`src/rtl/uart_frame_parser.sv`:
```
// uart_frame_parser
// -----------------------------------------------------------------------------
// Purpose: sits behind the UART byte receiver. It builds fixed 5-byte command
// frames (SYNC, ADDR, DATA_HI, DATA_LO, CSUM) and checks the 8-bit wrap-around
// checksum. For each good frame it presents a register-write request (address
// and data) with a one-cycle strobe.
//
// Optional feature macro: UART_FRAME_TIMEOUT_EN
//   If defined, an inter-byte watchdog abandons a partial frame after
//   TIMEOUT_CYCLES idle clocks and pulses timeout_err.
//   If undefined, no counter is built, timeout_err is tied low, and a partial
//   frame waits indefinitely.
//
// Ports:
//   clk          system clock, rising edge
//   rst          asynchronous, active-high reset
//   rx_data[7:0] received byte, valid while rx_strobe=1
//   rx_strobe    one-cycle byte-available pulse
//   wr_addr[7:0] address of the last good frame
//   wr_data[15:0] data of the last good frame, {DATA_HI, DATA_LO}
//   wr_strobe    one-cycle pulse, good frame latched into wr_addr/wr_data
//   csum_err     one-cycle pulse, checksum mismatch (outputs left unchanged)
//   timeout_err  one-cycle pulse, partial frame abandoned by the watchdog
//   busy         high while a frame is in progress (state != S_SYNC)
//
// Handshake: rx_strobe is a qualifier-only strobe with no back-pressure. A byte
// is consumed on every rising edge where rx_strobe=1, including consecutive
// cycles. wr_strobe, csum_err and timeout_err are registered single-cycle
// pulses and are mutually exclusive.
// -----------------------------------------------------------------------------
module uart_frame_parser #(
  parameter logic [7:0] SYNC_BYTE      = 8'hAA,
  parameter int         TIMEOUT_CYCLES = 42700,
  parameter int         CNT_W          = 16
) (
  input  logic        clk,
  input  logic        rst,
  input  logic [7:0]  rx_data,
  input  logic        rx_strobe,
  output logic [7:0]  wr_addr,
  output logic [15:0] wr_data,
  output logic        wr_strobe,
  output logic        csum_err,
  output logic        timeout_err,
  output logic        busy
);

  // The watchdog counter must be able to represent the terminal count.
  if ((64'd1 << CNT_W) <= 64'(TIMEOUT_CYCLES)) begin : g_bad_cfg
    $error("uart_frame_parser: CNT_W too small for TIMEOUT_CYCLES");
  end

  typedef enum logic [2:0] {
    S_SYNC = 3'd0,
    S_ADDR = 3'd1,
    S_DHI  = 3'd2,
    S_DLO  = 3'd3,
    S_CSUM = 3'd4
  } state_t;

  state_t      state, state_n;
  logic [7:0]  addr_q, addr_n;
  logic [7:0]  dhi_q, dhi_n;
  logic [7:0]  dlo_q, dlo_n;
  logic [7:0]  sum_q, sum_n;
  logic        good_n, cerr_n, terr_n;
  logic        timeout_hit;

`ifdef UART_FRAME_TIMEOUT_EN
  localparam logic [CNT_W-1:0] TERM_CNT = CNT_W'(TIMEOUT_CYCLES);

  logic [CNT_W-1:0] cnt_q;

  // An arriving byte always beats the terminal count.
  assign timeout_hit = (state != S_SYNC) && !rx_strobe && (cnt_q == TERM_CNT);

  // The counter is held at zero while idle in S_SYNC, so it is always zero on
  // entry to a new frame. It saturates at the terminal count.
  always_ff @(posedge clk or posedge rst) begin
    if (rst) begin
      cnt_q <= '0;
    end else if (rx_strobe || state == S_SYNC) begin
      cnt_q <= '0;
    end else if (cnt_q != TERM_CNT) begin
      cnt_q <= cnt_q + 1'b1;
    end
  end
`else
  assign timeout_hit = 1'b0;
`endif

  // Next-state, shadow-capture and pulse logic.
  always_comb begin
    state_n = state;
    addr_n  = addr_q;
    dhi_n   = dhi_q;
    dlo_n   = dlo_q;
    sum_n   = sum_q;
    good_n  = 1'b0;
    cerr_n  = 1'b0;
    terr_n  = 1'b0;
    if (timeout_hit) begin
      state_n = S_SYNC;
      terr_n  = 1'b1;
    end else if (rx_strobe) begin
      case (state)
        S_SYNC: begin
          if (rx_data == SYNC_BYTE) begin
            state_n = S_ADDR;
            sum_n   = 8'h00;
          end
        end
        S_ADDR: begin
          addr_n  = rx_data;
          sum_n   = rx_data;
          state_n = S_DHI;
        end
        S_DHI: begin
          dhi_n   = rx_data;
          sum_n   = sum_q + rx_data;
          state_n = S_DLO;
        end
        S_DLO: begin
          dlo_n   = rx_data;
          sum_n   = sum_q + rx_data;
          state_n = S_CSUM;
        end
        S_CSUM: begin
          if (rx_data == sum_q) begin
            good_n = 1'b1;
          end else begin
            cerr_n = 1'b1;
          end
          state_n = S_SYNC;
        end
        default: begin
          state_n = S_SYNC;
        end
      endcase
    end
  end

  always_ff @(posedge clk or posedge rst) begin
    if (rst) begin
      state       <= S_SYNC;
      addr_q      <= 8'h00;
      dhi_q       <= 8'h00;
      dlo_q       <= 8'h00;
      sum_q       <= 8'h00;
      wr_addr     <= 8'h00;
      wr_data     <= 16'h0000;
      wr_strobe   <= 1'b0;
      csum_err    <= 1'b0;
      timeout_err <= 1'b0;
    end else begin
      state       <= state_n;
      addr_q      <= addr_n;
      dhi_q       <= dhi_n;
      dlo_q       <= dlo_n;
      sum_q       <= sum_n;
      wr_strobe   <= good_n;
      csum_err    <= cerr_n;
      timeout_err <= terr_n;
      // The request registers move only together with wr_strobe.
      if (good_n) begin
        wr_addr <= addr_q;
        wr_data <= {dhi_q, dlo_q};
      end
    end
  end

  assign busy = (state != S_SYNC);

endmodule

```
`config.mk`:
```
export PLATFORM = sky130hd
export DESIGN_NAME = uart_frame_parser
export DESIGN_NICKNAME = d
export VERILOG_FILES = /design/src/rtl/uart_frame_parser.sv
export SDC_FILE = /design/constraint.sdc
export NUM_CORES = 1
export LEC_CHECK = 0
export BUFFER_PORTS_ARGS = -buffer_cell sky130_fd_sc_hd__clkbuf_2
export CORE_MARGIN = 2
export CORE_UTILIZATION = 50
export CTS_BUF_LIST = sky130_fd_sc_hd__clkbuf_2 sky130_fd_sc_hd__clkbuf_4 sky130_fd_sc_hd__clkbuf_8
export DETAILED_ROUTE_END_ITERATION = 6
export PLACE_DENSITY = 0.72
export SLEW_MARGIN = 25
export SYNTH_ARGS = -nofsm -noshare
export SYNTH_HDL_FRONTEND = slang
export SYNTH_SLANG_ARGS = --single-unit
export TNS_END_PERCENT = 30
```
`constraint.sdc`:
```
create_clock -name clk -period 2.6 [get_ports clk]
set_input_delay 0 -clock clk [delete_from_list [all_inputs] [get_ports clk]]
set_output_delay 0 -clock clk [all_outputs]
set_load 0.02 [all_outputs]
```
Yosys cells after proc, flatten, opt, wreduce, memory -nomap -nowiden
Index checks and enable logic that the tools add are counted.

storage, ports and cells
  bits in registers = 61
  bits in latches = 0
  memory bits (writable) = 0
  bits in read-only memories = 0
  input bits = 11
  output and inout port bits = 28
  word-level logic and storage cells = 36
  memories kept = 0

cells by class
  add/sub/neg operators = 1
  multiply operators = 0
  divide/modulo/power cells = 0
  $lt $le $gt $ge = 0
  equality and inequality tests = 7
  shifts and indexed selects = 0
  multiplexer cells = 10
  bitwise operators = 0
  reductions and logical operators = 9

operators by type and width
  cell                  count
  $pmux W8 S3           1
  $pmux W3 S4           1
  $add A8 B8 Y8         1
  $eq A8 B8 Y1          1
  $eq A8 B8 Y1 const B  1
  $mux W8               1
  $reduce_and A2 Y1     4
  $eq A3 B2 Y1 const B  2
  $mux W1               6
  $reduce_bool A3 Y1    2
  $eq A3 B1 Y1 const B  1
  $eq A3 B3 Y1 const B  1
  $logic_not A3 Y1      1
  $mux W3               1
  $reduce_and A3 Y1     1
  $ne A2 B2 Y1 const B  1
  $reduce_or A2 Y1      1

Logic depth before layout (Yosys ltp)
Gate-level depths: netlist of run 1.

  depth after elaboration = 4
  depth in mapped cells = 8
  gate-level depth less buffers = 8

Least setup slack after synthesis of run 1
OpenSTA, ideal clock, no wires.

  path type = flip-flop to flip-flop
  start point = reg sum_q[3]
  end point = reg wr_addr[3]
  setup time = 0.125 ns
  data arrival time = 1.810 ns
  required time = 2.475 ns
  setup slack = 0.665 ns
  cell stages (with the launch flop) = 8
  buffers on the path = 2
  period minus slack after synthesis = 1.935 ns
  cells stage by stage = dfrtp_1 -> ha_1 -> nor4_2 -> nand3_1 -> or2_1 -> buf_6 -> buf_12 -> mux2_4

between the ends
  word-level cells in the longest chain between the ends = 4

RTL lines
  item                      line  text
  start: declaration        65    logic [7:0] sum_q, sum_n;
  start signal: assignment  160   sum_q <= sum_n;
  $eq A8 B8 Y1              129   if (rx_data == sum_q) begin
  $mux W1                   129
  $mux W1                   106   case (state)
  $mux W1                   105   end else if (rx_strobe) begin
  end signal: assignment    166   wr_addr <= addr_q;
  end: declaration          40    output logic [7:0] wr_addr,

Every way passes these cells.
A chain may end at the register's enable or synchronous reset.

Worst setup path after layout of run 1
  start point = reg sum_q[3]
  end point = reg wr_addr[4]

The elaborated chain is that of the path after synthesis.

==> results.md, run 1 <==
* Maxcap violations at 0
* Crit. End Element: register
* Synth Area per Inst at 13.0 sq um
* Final Setup Violations at 0
* Clk pwr share at about a quarter
* Skew final at between 0.01 and 0.015 ns
* Post-synthesis net count at 240
* Routability Congestion at 0.837
* Crit-path slowest cell: dfrtp_1
* WHS Endpoint: addr_q[6]$_DFFE_PP0P_
* Total net switching power at between 1 and 1.5 mW
* Crit path buf inv count at 1
* Final Non-Filler Cells at 343
* Port Buffer Count at 37
* Async SR Flop Fraction at 100%
* Hold_buf cts at 4
* Internal power at 2.24 mW
* Final ANT Viol Nets at 0
* Post-DP HPWL at 3700 um
* Status: finished, final reports clean
* Sequential power share at 41.8%
* Worst-path fanout max at 26
* Cells on Worst Hold Path at 2
* Hold_ws at ~0.013 ns
* Register area share after synthesis at 53.0%
* First-pass GRT wire length at 9140 um
* Max Slew Vio Count at 0
* Peak supply drop at 0.495 mV
* F_max at between 0.4 and 0.5 GHz
* Initial antenna violation count at 0
* Crit-path max cell delay at ~0.38 ns
* Ys Warns at 0
* Placed insts at around 320
* R2R cell count at 6
* P&R area growth vs syn at 15.8%
* Core Box Area at 0.00554 sq mm
* Critical path type: register to register
* GRT Total Usage at 19.2%
* Final Hold Vio Count at 0
* Crit-path cells: ha_1, nor4_2, nand3_1, or2_1, buf_4, mux2_4
* Vias in the first global route at approximately 1800
* Pwr dens at approximately 1000 mW/mm^2
* Inserted Clock Buffers at 9
* Hold Startpoint: rx_data[6]
* CP startpoint: sum_q[3]$_DFFE_PP0P_
* # fillers at 466
* Crit start category: register
* WP data arrival at approximately 2.3 ns
* Largest net degree at the start of global routing at 53
* DRT iter0 DRCs at just over 70
* Post-CTS setup buffer count at 0
* Post-Synthesis Cell Area at 0.00288 sq mm
* Reg2reg start: sum_q[3]$_DFFE_PP0P_
* Mapped Cells at ~220
* Worst slew margin at about three fifths
* Final nets at 285
* Vias per Instance at 5.31
* Cell area after layout at 0.00334 sq mm
* Clk_lat worst skew at 0.35 ns
* CTS resizes at 0
* Setup TNS Final at 0 ns
* TritonCTS Sinks at 61
* Clock buffer depth at 2
* Leak Pwr at 1.66 nW
* Fraction of layout cells with a size suffix above 1 at 39.1%
* Register bit count reported by yosys at 61
* Pwr Total at between 3 and 4 mW
* Combinational Power Share at around a third
* FF-to-FF End: wr_addr[4]$_DFFE_PP0P_
* Period utilisation layout at 78.8%
* Die area at roughly 0.0064 sq mm
* Wire length per cell at 15.8 um
* Switching part of the total at between 30% and 40%
* Clk root buf: clkbuf_8
* RSZ-0062 raised after global routing: no
* Diode count at 0
* CTS tree: done
* Crit path time final at between 2 and 2.5 ns
* Crit path max-delay family: simple AND/OR/NAND/NOR gates
* Commonest non-fill, non-tap cell in the layout: dfrtp_1
* EDFF count, synth at 0
* Clock Pin Slew Worst Setup and Hold Paths at 0.07 ns
* Worst hold path class: input port to register
* Most frequent cells in the layout: 61 x dfrtp_1, 37 x clkbuf_2, 28 x mux2_2
* Htree depth at 3
* Most used DFF post-synth: dfrtp_1
* Vias at 1820
* Drc violations at 0
* DIE HEIGHT at 79.9 um
* Remaining Overflow, GRT at 0
* 1st-pass router iterations at 4
* Synth unique cells at 48
* Chip Width at roughly 80 um
* R2R setup slack at ~0.55 ns
* Routed WL at 5420 um
* DP Area at 0.00309 sq mm
* Initial Utilization at a little over half
* Worst slew pin tran at 0.626 ns
* IO Pins at 39
* Rows at 27
* Required time of the critical path at 2.83 ns
[cell type report]
cell class	instances	area [sq um]	area share, %
Sequential cell	61	1530	45.7
Multi-Input combinational cell	140	1220	36.5
Timing Repair Buffer	45	255	7.65
Clock buffer	11	151	4.54
Tap cell	72	90.1	2.70
Clock inverter	5	58.8	1.76
Inverter	9	36.3	1.09
[Yosys cell counts, types with 3 or more instances]
master / count / share of area [%]
dfrtp_1: 61 / 53
mux2_2: 28 / 11
mux2_4: 17 / 8.9
nand2_1: 11 / 1.4
inv_1: 9 / 1.2
o21ai_0: 9 / 1.6
nor2_1: 8 / 1.0
ha_1: 7 / 3.0
a21oi_1: 6 / 1.0
mux2i_1: 4 / 1.4
nand3_1: 4 / 0.69
a22oi_1: 3 / 0.78
buf_2: 3 / 0.52
buf_6: 3 / 1.2
nand2b_1: 3 / 0.65
nor2b_1: 3 / 0.65
nor3_1: 3 / 0.52
o21a_1: 3 / 0.78
[cell families after synthesis]
kind of cell / synth area share, %
and+or+nand+nor: 8.46
AOI/OAI and AO/OA: 8.20
muxes: 21.2
xor gates and xnor gates: 0.608
DFF: 53.0
buffers and inverters: 4.73
other: 0.130
adders and majority gates: 3.73
[state kept, by name, indices dropped and copies added (netlist names)]
register and cells:
wr_addr 8, wr_data 16, dlo_q 8, csum_err 1, dhi_q 8, wr_strobe 1
sum_q 8, addr_q 8, state 3
[per-stage QoR]
step | utilization (%) | worst slack, ns
floorplan | - | 0.665
global placement | 55.7 | 0.608
detailed placement | 55.7 | 0.556
CTS | 60.3 | 0.549
global route | 60.3 | 0.441
finish | 60.3 | 0.551
[worst max path at each step]
| stage | cells after the start | to | slack, ns |
|---|---|---|---|
| finish | 6 | wr_addr[4]$_DFFE_PP0P_ | 0.55 |
| global route | 6 | wr_addr[5]$_DFFE_PP0P_ | 0.44 |
| CTS | 6 | wr_addr[4]$_DFFE_PP0P_ | 0.55 |
| detailed placement | 6 | wr_addr[4]$_DFFE_PP0P_ | 0.56 |
| global placement | 6 | wr_data[12]$_DFFE_PP0P_ | 0.61 |
| floorplan | 7 | wr_addr[3]$_DFFE_PP0P_ | 0.66 |
[power groups by stage]
stage	Combinational (mW)	Clock, mW	Sequential (mW)
6_report	1.06	0.884	1.39
4_1_cts	1.07	0.899	1.39
3_3_place_gp	1.02	0	1.39
5_1_grt	1.19	0.936	1.43
3_5_place_dp	1.06	0	1.41
2_1_floorplan	0.881	0	1.36
[routing by layer]
metal  vias to the layer above  wire length (um)  GRT usage (%)
met3                        11               273           5.43
met1                       891              2530           25.6
li1                        873                 -              -
met4                         0                97           7.97
met2                        45              2520           29.3
met5                         -                 0              0
Power figures use the tool's default switching activity.
==> run 2, diff against run 1 <==
--- a/config.mk
+++ b/config.mk
@@ -10,7 +10,7 @@
 export CORE_UTILIZATION = 50
 export CTS_BUF_LIST = sky130_fd_sc_hd__clkbuf_2 sky130_fd_sc_hd__clkbuf_4 sky130_fd_sc_hd__clkbuf_8
 export DETAILED_ROUTE_END_ITERATION = 6
-export PLACE_DENSITY = 0.72
+export PLACE_DENSITY = 0.75
 export SLEW_MARGIN = 25
 export SYNTH_ARGS = -nofsm -noshare
 export SYNTH_HDL_FRONTEND = slang
==> constraint.sdc (replaced) <==
create_clock -name clk -period 1.7 [get_ports clk]
set_input_delay 0 -clock clk [delete_from_list [all_inputs] [get_ports clk]]
set_output_delay 0 -clock clk [all_outputs]
set_load 0.02 [all_outputs]
==> results.md, run 2 (same netlist as run 1, synthesis figures left out) <==
* Chip Width at 79.9 um
* Vias per Instance at 5.44
* Wire length per cell at 16.7 um
* Worst-path fanout max at 13
* Post-DP HPWL at 4110 um
* Skew final at 0.00920 ns
* DRT iter0 DRCs at approximately 80
* Placed insts at roughly 350
* WP data arrival at approximately 2.2 ns
* F_max at 0.517 GHz
* Max Slew Vio Count at 0
* Clock buffer depth at 2
* Routed WL at 6180 um
* Failing checks: setup timing
* Fraction of layout cells with a size suffix above 1 at 49.3%
* Biggest register: wr_data
* # fillers at roughly 410
* CTS tree: done
* Htree depth at 3
* 1st-pass router iterations at 4
* Crit path time final at around 1.9 ns
* Crit start category: register
* Inserted Clock Buffers at 9
* Rows at 27
* DIE HEIGHT at 79.9 um
* GRT Total Usage at 21.1%
* Most frequent cells in the layout: 61 x dfrtp_1, 37 x clkbuf_2, 29 x buf_4
* Critical path type: register to register
* Largest net degree at the start of global routing at 62
* Final Setup Violations at 28
* Vias in the first global route at 2011
* Worst slew pin tran at 0.514 ns
* Remaining Overflow, GRT at 0
* Final Non-Filler Cells at 370
* TritonCTS Sinks at 61
* Period utilisation layout at 114%
* Worst hold path class: input port to register
* Routability Congestion at 0.891
* Largest register FFs at 16
* Final ANT Viol Nets at 0
* Final Hold Vio Count at 0
* Die area at 0.00639 sq mm
* Status: finished, violations left
* P&R area growth vs syn at 29.0%
* Clk_lat worst skew at 0.35 ns
* Diode count at 0
* RSZ-0062 raised after global routing: yes
* IO Pins at 39
* Final nets at 312
* R2R cell count at 6
* Commonest non-fill, non-tap cell in the layout: dfrtp_1
* First-pass GRT wire length at 9970 um
* Cells on Worst Hold Path at 2
* Crit. End Element: register
* Setup ws final at -0.236 ns
* Hold_ws at approximately 0.090 ns
* Core Box Area at around 0.0055 sq mm
* Initial Utilization at between 50 and 60%
* Required time of the critical path at 1.93 ns
* Leak Pwr at approximately 1.8 nW
* Port Buffer Count at 37
* Clock Pin Slew Worst Setup and Hold Paths at ~0.070 ns
* Pwr dens at 1570 mW/mm^2
* Clk root buf: clkbuf_8
* Peak supply drop at 0.750 mV
* Worst slew margin at 65.7%
* Initial antenna violation count at 0
* Drc violations at 0
* Maxcap violations at 0
* Vias at a little over 2000
run 2: cell count changes in the layout (fill, tap and decap cells not counted), sizes merged:
cell / before / now
clkinv: 2 / 3
buf: 4 / 32
bufinv: 1 / 2
clkinvlp: 2 / 1
dlygate4sd3: 4 / 2
inv: 9 / 10
clkbuf: 48 / 47
run 2: cell type report:
type                    count  area (sq um)  share of cell area [%]
clock inverters             7          98.8                    2.66
well taps                  72          90.1                    2.42
clock buffers               9           124                    3.33
flip-flops and latches     61          1530                    41.0
repair buffers             72           508                    13.7
multi-input cells         140          1340                    36.0
inverters                   9          33.8                   0.908
run 2: final timing paths:
check / from / end / slack [ns]
hold / removal: rx_data[7] / dlo_q[7]$_DFFE_PP0P_ / 0.09
min in group asynchronous: rst / wr_addr[0]$_DFFE_PP0P_ / 0.24
setup / recovery: sum_q[1]$_DFFE_PP0P_ / wr_data[12]$_DFFE_PP0P_ / -0.24
hold reg to reg: dlo_q[7]$_DFFE_PP0P_ / dlo_q[7]$_DFFE_PP0P_ / 0.50
max in group asynchronous: rst / state[1]$_DFFE_PP0P_ / 1.19
setup reg to reg: sum_q[1]$_DFFE_PP0P_ / wr_data[12]$_DFFE_PP0P_ / -0.24
run 2: worst max-delay path: stages (launching register included):
cell and delay [ns]:
dfrtp_1 0.43, ha_4 0.25, nor4_4 0.26, nand3_1 0.13, or2_4 0.28, buf_12 0.16, mux2_4 0.30
run 2: what timing repair did:
item,4_1_cts,5_1_grt
setup endpoints to repair,28,29
buffers inserted,1,5
hold buffers,2,0
gates cloned,0,1
endpoints found under the hold margin,63,0
resized for setup,4,8
pin swaps,1,6
run 2: layer usage:
metal | routed length (um) | global-route usage, % | vias to the layer above
met2 | 2930 | 31.8 | 59
met4 | 124 | 7.80 | 0
met3 | 259 | 6.79 | 12
met1 | 2870 | 28.7 | 1008
met5 | 0 | 0 | -
li1 | - | - | 932
run 2: power by group:
part           internal (mW)  total [mW]  switching (mW)  leakage [nW]
combinational           1.22        2.25            1.03         0.932
sequential              1.88        2.15           0.269         0.784
clock                  0.831        1.44           0.605         0.110
run 2: through the flow:
| step | cell area (sq um) | util (%) | power (mW) | setup TNS, ns | worst slack (ns) |
|---|---|---|---|---|---|
| final | 3720 | 67.1 | 5.83 | -5.65 | -0.236 |
| after global routing | 3720 | 67.1 | 6.19 | -7.24 | -0.280 |
| after CTS | 3620 | 65.4 | 5.70 | -5.47 | -0.231 |
| after detailed placement | 3350 | 60.5 | 4.16 | -4.91 | -0.207 |
| after global placement | 3350 | 60.5 | 4.08 | -4.72 | -0.191 |
| after floorplan | 2950 | - | 3.52 | -2.68 | -0.158 |
